`config.mk`:
```
export PLATFORM = sky130hd
export DESIGN_NAME = arbiter_credit_rr_flat
export DESIGN_NICKNAME = d
export VERILOG_FILES = /design/src/rtl/arbiter_credit_rr_if.sv /design/src/rtl/arbiter_credit_rr.sv /design/src/flat_wrapper.sv
export SDC_FILE = /design/constraint.sdc
export NUM_CORES = 1
export LEC_CHECK = 0
export ABC_AREA = 1
export CORE_MARGIN = 1.5
export CORE_UTILIZATION = 54
export CTS_BUF_LIST = sky130_fd_sc_hd__clkbuf_16
export DETAILED_ROUTE_END_ITERATION = 16
export PLACE_DENSITY = 0.84
export SLEW_MARGIN = 10
export SYNTH_ARGS = -nofsm -noshare
export SYNTH_HDL_FRONTEND = slang
export SYNTH_SLANG_ARGS = --single-unit
```
`constraint.sdc`:
```
create_clock -name clk -period 2.84 [get_ports clk]
set_input_delay 0.284 -clock clk [delete_from_list [all_inputs] [get_ports clk]]
set_output_delay 0.284 -clock clk [all_outputs]
set_load 0.05 [all_outputs]
```
`src/rtl/arbiter_credit_rr_if.sv`:
```
// Link-side bundle of the credit-based output-port allocator.
// The requester/crossbar side drives master; the allocator takes slave.
interface arbiter_credit_rr_if #(
    parameter int CREDIT_W = 3
);
    logic [4:0]          Req;
    logic [4:0]          Tail;
    logic                Credit_in;
    logic [4:0]          Grant;
    logic [4:0]          Xbar_sel;
    logic                Valid_out;
    logic [CREDIT_W-1:0] Credit_cnt;
    logic                Busy;
    logic                Credit_err;

    modport master (
        output Req, Tail, Credit_in,
        input  Grant, Xbar_sel, Valid_out, Credit_cnt, Busy, Credit_err
    );

    modport slave (
        input  Req, Tail, Credit_in,
        output Grant, Xbar_sel, Valid_out, Credit_cnt, Busy, Credit_err
    );
endinterface

```
`src/rtl/arbiter_credit_rr.sv`:
```
// Round-robin output-port allocator with wormhole locking and a downstream
// credit counter. Requester order: bit0=N, 1=E, 2=W, 3=S, 4=L.
module arbiter_credit_rr #(
    parameter int CREDITS  = 4,
    parameter int CREDIT_W = 3
) (
    input  logic               clk,
    input  logic               rst,
    arbiter_credit_rr_if.slave bus
);
    // state     | meaning
    // ST_IDLE   | no owner; arbitrate among requesters, no flit moves
    // ST_LOCKED | r_owner holds the port until its tail flit transfers
    typedef enum logic {ST_IDLE, ST_LOCKED} state_t;

    localparam logic [CREDIT_W-1:0] CNT_MAX = CREDIT_W'(CREDITS);

    state_t              r_state, w_state_nxt;
    logic [2:0]          r_owner, w_owner_nxt;
    logic [2:0]          r_rr_ptr, w_rr_ptr_nxt;
    logic [CREDIT_W-1:0] r_cnt, w_cnt_nxt;
    logic                r_err, w_err_nxt;
    logic                w_found;
    logic [2:0]          w_pick;
    logic [4:0]          w_owner_oh;
    logic                w_grant_ok;

    function automatic logic [2:0] mod5(input logic [3:0] v);
        return (v >= 4'd5) ? 3'(v - 4'd5) : v[2:0];
    endfunction

    // Scan from the farthest slot back so the slot nearest r_rr_ptr wins.
    always_comb begin
        w_found = 1'b0;
        w_pick  = 3'd0;
        for (int k = 4; k >= 0; k--) begin
            if (bus.Req[mod5({1'b0, r_rr_ptr} + 4'(k))]) begin
                w_found = 1'b1;
                w_pick  = mod5({1'b0, r_rr_ptr} + 4'(k));
            end
        end
    end

    assign w_owner_oh = 5'b00001 << r_owner;
    assign w_grant_ok = (r_state == ST_LOCKED) && bus.Req[r_owner] && (r_cnt != '0);

    always_ff @(posedge clk) begin
        if (rst) begin
            r_state  <= ST_IDLE;
            r_owner  <= 3'd0;
            r_rr_ptr <= 3'd0;
            r_cnt    <= CNT_MAX;
            r_err    <= 1'b0;
        end else begin
            r_state  <= w_state_nxt;
            r_owner  <= w_owner_nxt;
            r_rr_ptr <= w_rr_ptr_nxt;
            r_cnt    <= w_cnt_nxt;
            r_err    <= w_err_nxt;
        end
    end

    always_comb begin
        w_state_nxt  = r_state;
        w_owner_nxt  = r_owner;
        w_rr_ptr_nxt = r_rr_ptr;
        w_cnt_nxt    = r_cnt;
        w_err_nxt    = r_err;
        case (r_state)
            ST_IDLE: begin
                if (w_found) begin
                    w_state_nxt = ST_LOCKED;
                    w_owner_nxt = w_pick;
                end
            end
            ST_LOCKED: begin
                if (w_grant_ok && bus.Tail[r_owner]) begin
                    w_state_nxt  = ST_IDLE;
                    w_rr_ptr_nxt = (r_owner == 3'd4) ? 3'd0 : r_owner + 3'd1;
                end
            end
            default: w_state_nxt = ST_IDLE;
        endcase
        // A credit returned alongside a send cancels out; a return into a full counter is an error.
        if (w_grant_ok && !bus.Credit_in) begin
            w_cnt_nxt = r_cnt - 1'b1;
        end else if (!w_grant_ok && bus.Credit_in) begin
            if (r_cnt < CNT_MAX) w_cnt_nxt = r_cnt + 1'b1;
            else                 w_err_nxt = 1'b1;
        end
    end

    always_comb begin
        bus.Grant      = w_grant_ok ? w_owner_oh : 5'b00000;
        bus.Xbar_sel   = (r_state == ST_LOCKED) ? w_owner_oh : 5'b00000;
        bus.Valid_out  = w_grant_ok;
        bus.Busy       = (r_state == ST_LOCKED);
        bus.Credit_cnt = r_cnt;
        bus.Credit_err = r_err;
    end
endmodule

```
`src/flat_wrapper.sv`:
```
// flat-port wrapper written by rule: the top's interface ports become plain ports
module arbiter_credit_rr_flat 
#(
    parameter int CREDITS  = 4,
    parameter int CREDIT_W = 3
)
  (clk, rst, bus_Req, bus_Tail, bus_Credit_in, bus_Grant, bus_Xbar_sel, bus_Valid_out, bus_Credit_cnt, bus_Busy, bus_Credit_err);
  arbiter_credit_rr_if #(.CREDIT_W(CREDIT_W)) bus_i ();
  input  logic clk;
  input  logic rst;
  input wire logic [$bits(bus_i.Req)-1:0] bus_Req;
  input wire logic [$bits(bus_i.Tail)-1:0] bus_Tail;
  input wire logic [$bits(bus_i.Credit_in)-1:0] bus_Credit_in;
  output wire logic [$bits(bus_i.Grant)-1:0] bus_Grant;
  output wire logic [$bits(bus_i.Xbar_sel)-1:0] bus_Xbar_sel;
  output wire logic [$bits(bus_i.Valid_out)-1:0] bus_Valid_out;
  output wire logic [$bits(bus_i.Credit_cnt)-1:0] bus_Credit_cnt;
  output wire logic [$bits(bus_i.Busy)-1:0] bus_Busy;
  output wire logic [$bits(bus_i.Credit_err)-1:0] bus_Credit_err;
  assign bus_i.Req = bus_Req;
  assign bus_i.Tail = bus_Tail;
  assign bus_i.Credit_in = bus_Credit_in;
  assign bus_Grant = bus_i.Grant;
  assign bus_Xbar_sel = bus_i.Xbar_sel;
  assign bus_Valid_out = bus_i.Valid_out;
  assign bus_Credit_cnt = bus_i.Credit_cnt;
  assign bus_Busy = bus_i.Busy;
  assign bus_Credit_err = bus_i.Credit_err;
  arbiter_credit_rr #(.CREDITS(CREDITS), .CREDIT_W(CREDIT_W)) u_core (.clk(clk), .rst(rst), .bus(bus_i));
endmodule
```
; Word level (Yosys, flattened, before mapping)
; Cells that the tools add are included.
; Widths: inputs -> output; s select.
[op_classes]
mux = 38
eq_ne = 1
order_cmp = 12
n_bitwise = 3
shifts = 1
reduce_logical = 14
add_sub_neg = 12
[op_table]
columns = cell, count
row1 = $mux 3, 14
row2 = $lt 3x4->1 const B, 6
row3 = $bmux 1 s3, 7
row4 = $ge 4x3->1 const B, 4
row5 = $sub 3x3->3 const B, 5
row6 = $mux 1, 14
row7 = $mux 5, 2
row8 = $add 3x2->4 const B, 2
row9 = $add 3x1->3 const B, 2
row10 = $reduce_and 2->1, 3
row11 = $logic_and 1x1->1, 5
row12 = $shl 1x3->5 const A, 1
row13 = $add 3x1->4 const B, 1
row14 = $add 3x3->4 const B, 1
row15 = $reduce_bool 2->1, 2
row16 = $eq 3x3->1 const B, 1
row17 = $ge 3x3->1 const B, 1
row18 = $lt 3x3->1 const B, 1
row19 = $not 1->1, 3
row20 = $reduce_and 3->1, 1
row21 = $reduce_bool 3->1, 1
row22 = $sub 3x1->3 const B, 1
row23 = $logic_not 1->1, 2
row24 = $pmux 1 s2, 1
[totals]
word_cells = 86
in_bits = 13
register_bits = 11
output_inout_bits = 16

; Depth between registers and ports, before layout
; Gate-level depths: netlist of run 1.
[depth]
ltp_word = 12
mapped_depth = 20
ltp_nobuf = 20

; Least setup slack after synthesis of run 1
; No wires, ideal clock.
[synth_timing]
path_type = register -> output
startpoint = reg u_core.r_state, in the netlist u_core.bus.Busy
endpoint = out bus_Grant[0]
t_arrival_ns = 2.285
stages_incl_launch_ff = 5
required_ns = 2.556
path_slack_ns = 0.271
n_path_buf = 0
path_cell_list = dfxtp_1 > inv_1 > nor3_1 > nand2_1 > nor3_1
[synth_between]
elab_chain_cells = 3
[synth_rtl]
columns = item, line_no
row1 = from (decl), arbiter_credit_rr.sv:18  ; state_t r_state, w_state_nxt;
row2 = from (signal assigned), arbiter_credit_rr.sv:55  ; r_state <= w_state_nxt;
row3 = $logic_and 1x1->1 (2 in a row), arbiter_credit_rr.sv:45  ; assign w_grant_ok = (r_state == ST_LOCKED) && bus.Req[r_owner] && (r_cnt != '0);
row4 = $mux 5, arbiter_credit_rr.sv:94  ; bus.Grant = w_grant_ok ? w_owner_oh : 5'b00000;
row5 = to (decl), flat_wrapper.sv:14  ; output wire logic [$bits(bus_i.Grant)-1:0] bus_Grant;
; No other way between the ends.

; Worst setup path after layout of run 1
[layout_timing]
startpoint = reg u_core.r_rr_ptr[0]
endpoint = reg u_core.r_owner[2]
[layout_between]
elab_chain_cells = 11
word_cells_on_any_way = 40
classes_between = 9 x add/sub / 5 x order compare / 25 x mux / 1 x reduce/logical
[layout_rtl]
columns = item, line_no
row1 = from (decl), arbiter_credit_rr.sv:20  ; logic [2:0] r_rr_ptr, w_rr_ptr_nxt;
row2 = from (signal assigned), arbiter_credit_rr.sv:57  ; r_rr_ptr <= w_rr_ptr_nxt;
row3 = $add 3x3->4, "arbiter_credit_rr.sv:37, arbiter_credit_rr.sv:39"
row4 = $ge 4x3->1 or $sub 3x3->3 (tied branches), arbiter_credit_rr.sv:29  ; return (v >= 4'd5) ? 3'(v - 4'd5) : v[2:0];
row5 = $mux 3, arbiter_credit_rr.sv:29
row6 = $bmux 1 s3, arbiter_credit_rr.sv:37  ; if (bus.Req[mod5({1'b0, r_rr_ptr} + 4'(k))]) begin
row7 = $mux 1 (implied by the code), arbiter_credit_rr.sv:37
row8 = $mux 1 (5 in a row), arbiter_credit_rr.sv:37
row9 = $reduce_and 2->1 (no line), -
row10 = to (signal assigned), arbiter_credit_rr.sv:56  ; r_owner <= w_owner_nxt;
row11 = to (decl), arbiter_credit_rr.sv:19  ; logic [2:0] r_owner, w_owner_nxt;
; Several ways; a longest one is shown, not always the timed one. The select of a mux whose other input is x is not followed.
; A chain may end at the register's enable or synchronous reset.

==> results of run 1 <==
-- kinds of logic after synthesis --
family,Yosys count,share of synthesized area [%]
buf+inv,47,11.04
fa+ha+maj,19,14.97
simple gates,148,41.36
flops,11,13.05
xor+xnor,3,2.002
compound gates,50,17.57
-- flip-flops by register name (all words and copies together), names as in the netlist --
| name | count |
|---|---|
| u_core.bus.Credit_err | 1 |
| u_core.bus.Busy | 1 |
| u_core.bus.Credit_cnt | 3 |
| u_core.r_rr_ptr | 3 |
| u_core.r_owner | 3 |
-- metal layers --
layer,vias up,track usage (%),part of all wire (%)
li1,983,-,-
met1,880,39.73,44
met2,82,44.13,46
met3,15,5.495,7.6
met4,0,7.792,1.9
met5,-,0,0
-- worst register-to-register path, cell delays in order (launching register included) --
cell     delay (ps)
dfxtp_1         310
inv_2           170
ha_1            180
inv_1            60
fa_1            390
inv_1           110
nand2_1         130
o21ai_1         330
nand3_1         120
nand2_1          70
nand2_1          70
nand3_2         110
nor2_2           60
nand3_2          60
nand2_2          90
inv_2            90
nand2_2          50
a21oi_2          90
nor2_1           40
-- power groups by stage --
stage	registers, mW	logic, mW	clock network, mW
after floorplan	0.356	1.72	0
after global placement	0.273	2.27	0
after detailed placement	0.276	2.32	0
after CTS	0.274	2.34	0.262
after global routing	0.285	2.68	0.274
final	0.277	2.41	0.261
-- synth_stat cells (3+ instances only) --
master	n
a21oi_1	16
a31oi_1	3
dfxtp_1	11
ha_1	17
inv_1	40
inv_2	3
nand2_1	73
nand2_2	8
nand3_1	31
nand3_2	7
nor2_1	16
nor3_1	8
o21ai_0	15
o21ai_1	5
-- cells in the final DEF, fill, tap and decap left out, drive strengths merged, types with 3 or more instances in the layout --
cell           count
dfxtp             11
clkbuf             3
nand2             82
nor2              18
o21ai             21
buf               12
inv               43
ha                17
a31oi              3
clkdlybuf4s50     22
a21oi             19
nor3               8
nand3             38
-- per-stage QoR --
| step | setup slack [ps] | std cells |
|---|---|---|
| 2_1_floorplan | 271.0 | 278 |
| 3_3_place_gp | 281.8 | 342 |
| 3_5_place_dp | 207.2 | 342 |
| 4_1_cts | 200.7 | 346 |
| 5_1_grt | 19.15 | 346 |
| 6_report | 208.4 | 346 |
-- worst max path at each step --
stage / end / slack (ps) / depth (start not counted)
2_1_floorplan: bus_Grant[0] / 270 / 4
4_1_cts: u_core.r_owner[2]$_SDFFE_PP0P_ / 200 / 17
5_1_grt: u_core.r_owner[1]$_SDFFE_PP0P_ / 20 / 18
6_report: u_core.r_owner[2]$_SDFFE_PP0P_ / 210 / 18
3_5_place_dp: u_core.r_owner[2]$_SDFFE_PP0P_ / 210 / 17
3_3_place_gp: u_core.r_owner[2]$_SDFFE_PP0P_ / 280 / 17
-- final cells by class --
type / instances / area, um^2
Fill cell: 268 / 894.6
Multi-Input combinational cell: 220 / 1290
Timing Repair Buffer: 34 / 310.3
Inverter: 44 / 165.2
Clock inverter: 1 / 5.005
Tap cell: 33 / 41.29
Sequential cell: 11 / 221.5
Clock buffer: 3 / 75.07
==> out/qor.yml, run 1 <==
cts_tree: "yes"
synthCells: 278
synth_area_um2: 1688
port_buffers: 28
ff2ff_path_depth: 18
r2r-start: "u_core.r_rr_ptr[0]$_SDFFE_PP0P_"
vias: 1960
nets: 346
power_switching_share_pct: 59.48
synth_edf_count: 0
p_leak_nw: 1.035
postLayoutCellArea_um2: 2108
setup_tns_ps: 0
ctsResizeCount: 0
yosys_warnings: 0
p_per_area_nw_per_um2: 1397
wl_per_cell_um: 13.52
insertion_delay_ps: 240
cpMostUsedCell: "nand2_1"
clkTransAtPathRegs_ps: 40
worstPathCellList: "inv_2 > ha_1 > inv_1 > fa_1 > inv_1 > nand2_1 > o21ai_1 > nand3_1 > nand2_1 > nand2_1 > nand3_2 > nor2_2 > nand3_2 > nand2_2 > inv_2 > nand2_2 > a21oi_2 > nor2_1"
start_kind: "flip-flop"
ys_top_cells_by_area: "nand2_1 (16%), dfxtp_1 (13%), ha_1 (13%), nand3_1 (9.2%), inv_1 (8.9%)"
finalWeightedCongestion: 0.9347
power.net_switching_mw: 1.751
setup_viol: 0
clock.fmax_ghz: 0.3800
synth_cell_types: 33
io_pins: 29
hp-class: "reg2reg"
rows: 20
end_kind: "flip-flop"
ys_ff_latch: 11
hold_start: "u_core.bus.Credit_err$_SDFFE_PP0P_"
critical_path_class: "reg2reg"
cts_setup_buffers: 0
first_iter_violations: 133
r2r-end: "u_core.r_owner[2]$_SDFFE_PP0P_"
cts_max_level: 1
intPower_mw: 1.193
wl_um: 4677
numCtsBuffers: 3
synthToLayoutAreaGrowth_pct: 24.91
required_ps: 2970
slew_headroom_pct: 66.75
cap_viol_max_count: 0
dp_hpwl_um: 3798
min_to: "u_core.bus.Credit_err$_SDFFE_PP0P_"
status: "finished clean"
synthFlopType: "dfxtp_1"
antenna_left: 0
first_pass_iters: 7
cts-root-buf: "clkbuf_16"
dpl_cell_area_um2: 2018
antenna_found_initial: 0
grt_pass1_vias: 1707
crit_path_max_fanout: 11
async_flop_share_pct: 0
period_minus_slack_ps: 2632
ctsHoldBuffers: 0
viasPerCell: 5.665
post_synth.cell_area_avg_um2: 6.071
drive_above_1_share_pct: 14.38
period_share_pct: 92.66
fp.dieArea_um2: 3470
antennaDiodeCount: 0
grt_overflow: 0
worst_clock_skew_ps: 1.100
rsz0062_at_grt: "no"
drc_errors: 0
p_total_mw: 2.944
syn_nets: 310
min_delay_path_depth: 2
holdWs_ps: 512.1
yosysTopAreaCellShare_pct: 16.23
yosys.area.top_type: "nand2_1"
finalHoldViolations: 0
critical_path_buf_inv_count: 4
grt_pass1_wl_um: 7659
clockBufferDepth: 2
worstPathArrival_ps: 2760
yosysSeqAreaShare_pct: 13.05
p_clk_share_pct: 8.9
grt_max_degree: 16
finalCoreUtilization_pct: 70.21
tightest_slew_ps: 497.2
critPathTopFamily: "simple AND/OR/NAND/NOR gates"
grt_usage_pct: 28.31
worst_path_max_delay_cell: "fa_1"
fp.coreArea_um2: 3003
initial_core_util_pct: 56.21
power_frac_seq_pct: 9.4
die-height_um: 58.91
numClockSinks: 11
worstSetupStartpoint: "u_core.r_rr_ptr[0]$_SDFFE_PP0P_"
slew_violations: 0
rrSetupSlack_ps: 210
ir_drop_v: 0.0006867
die_w_um: 58.91
p_comb_share_pct: 81.7
cp_slowest_stage_delay_ps: 390
(Power assumes the default switching activity.)
==> inputs of run 2 (changes only) <==
--- a/config.mk
+++ b/config.mk
@@ -11,7 +11,7 @@
 export CTS_BUF_LIST = sky130_fd_sc_hd__clkbuf_16
 export DETAILED_ROUTE_END_ITERATION = 16
 export PLACE_DENSITY = 0.84
-export SLEW_MARGIN = 10
+export SLEW_MARGIN = 5
 export SYNTH_ARGS = -nofsm -noshare
 export SYNTH_HDL_FRONTEND = slang
 export SYNTH_SLANG_ARGS = --single-unit
==> results of run 2 <==
No change in the layout: final DEF, timing and power equal those of run 1.
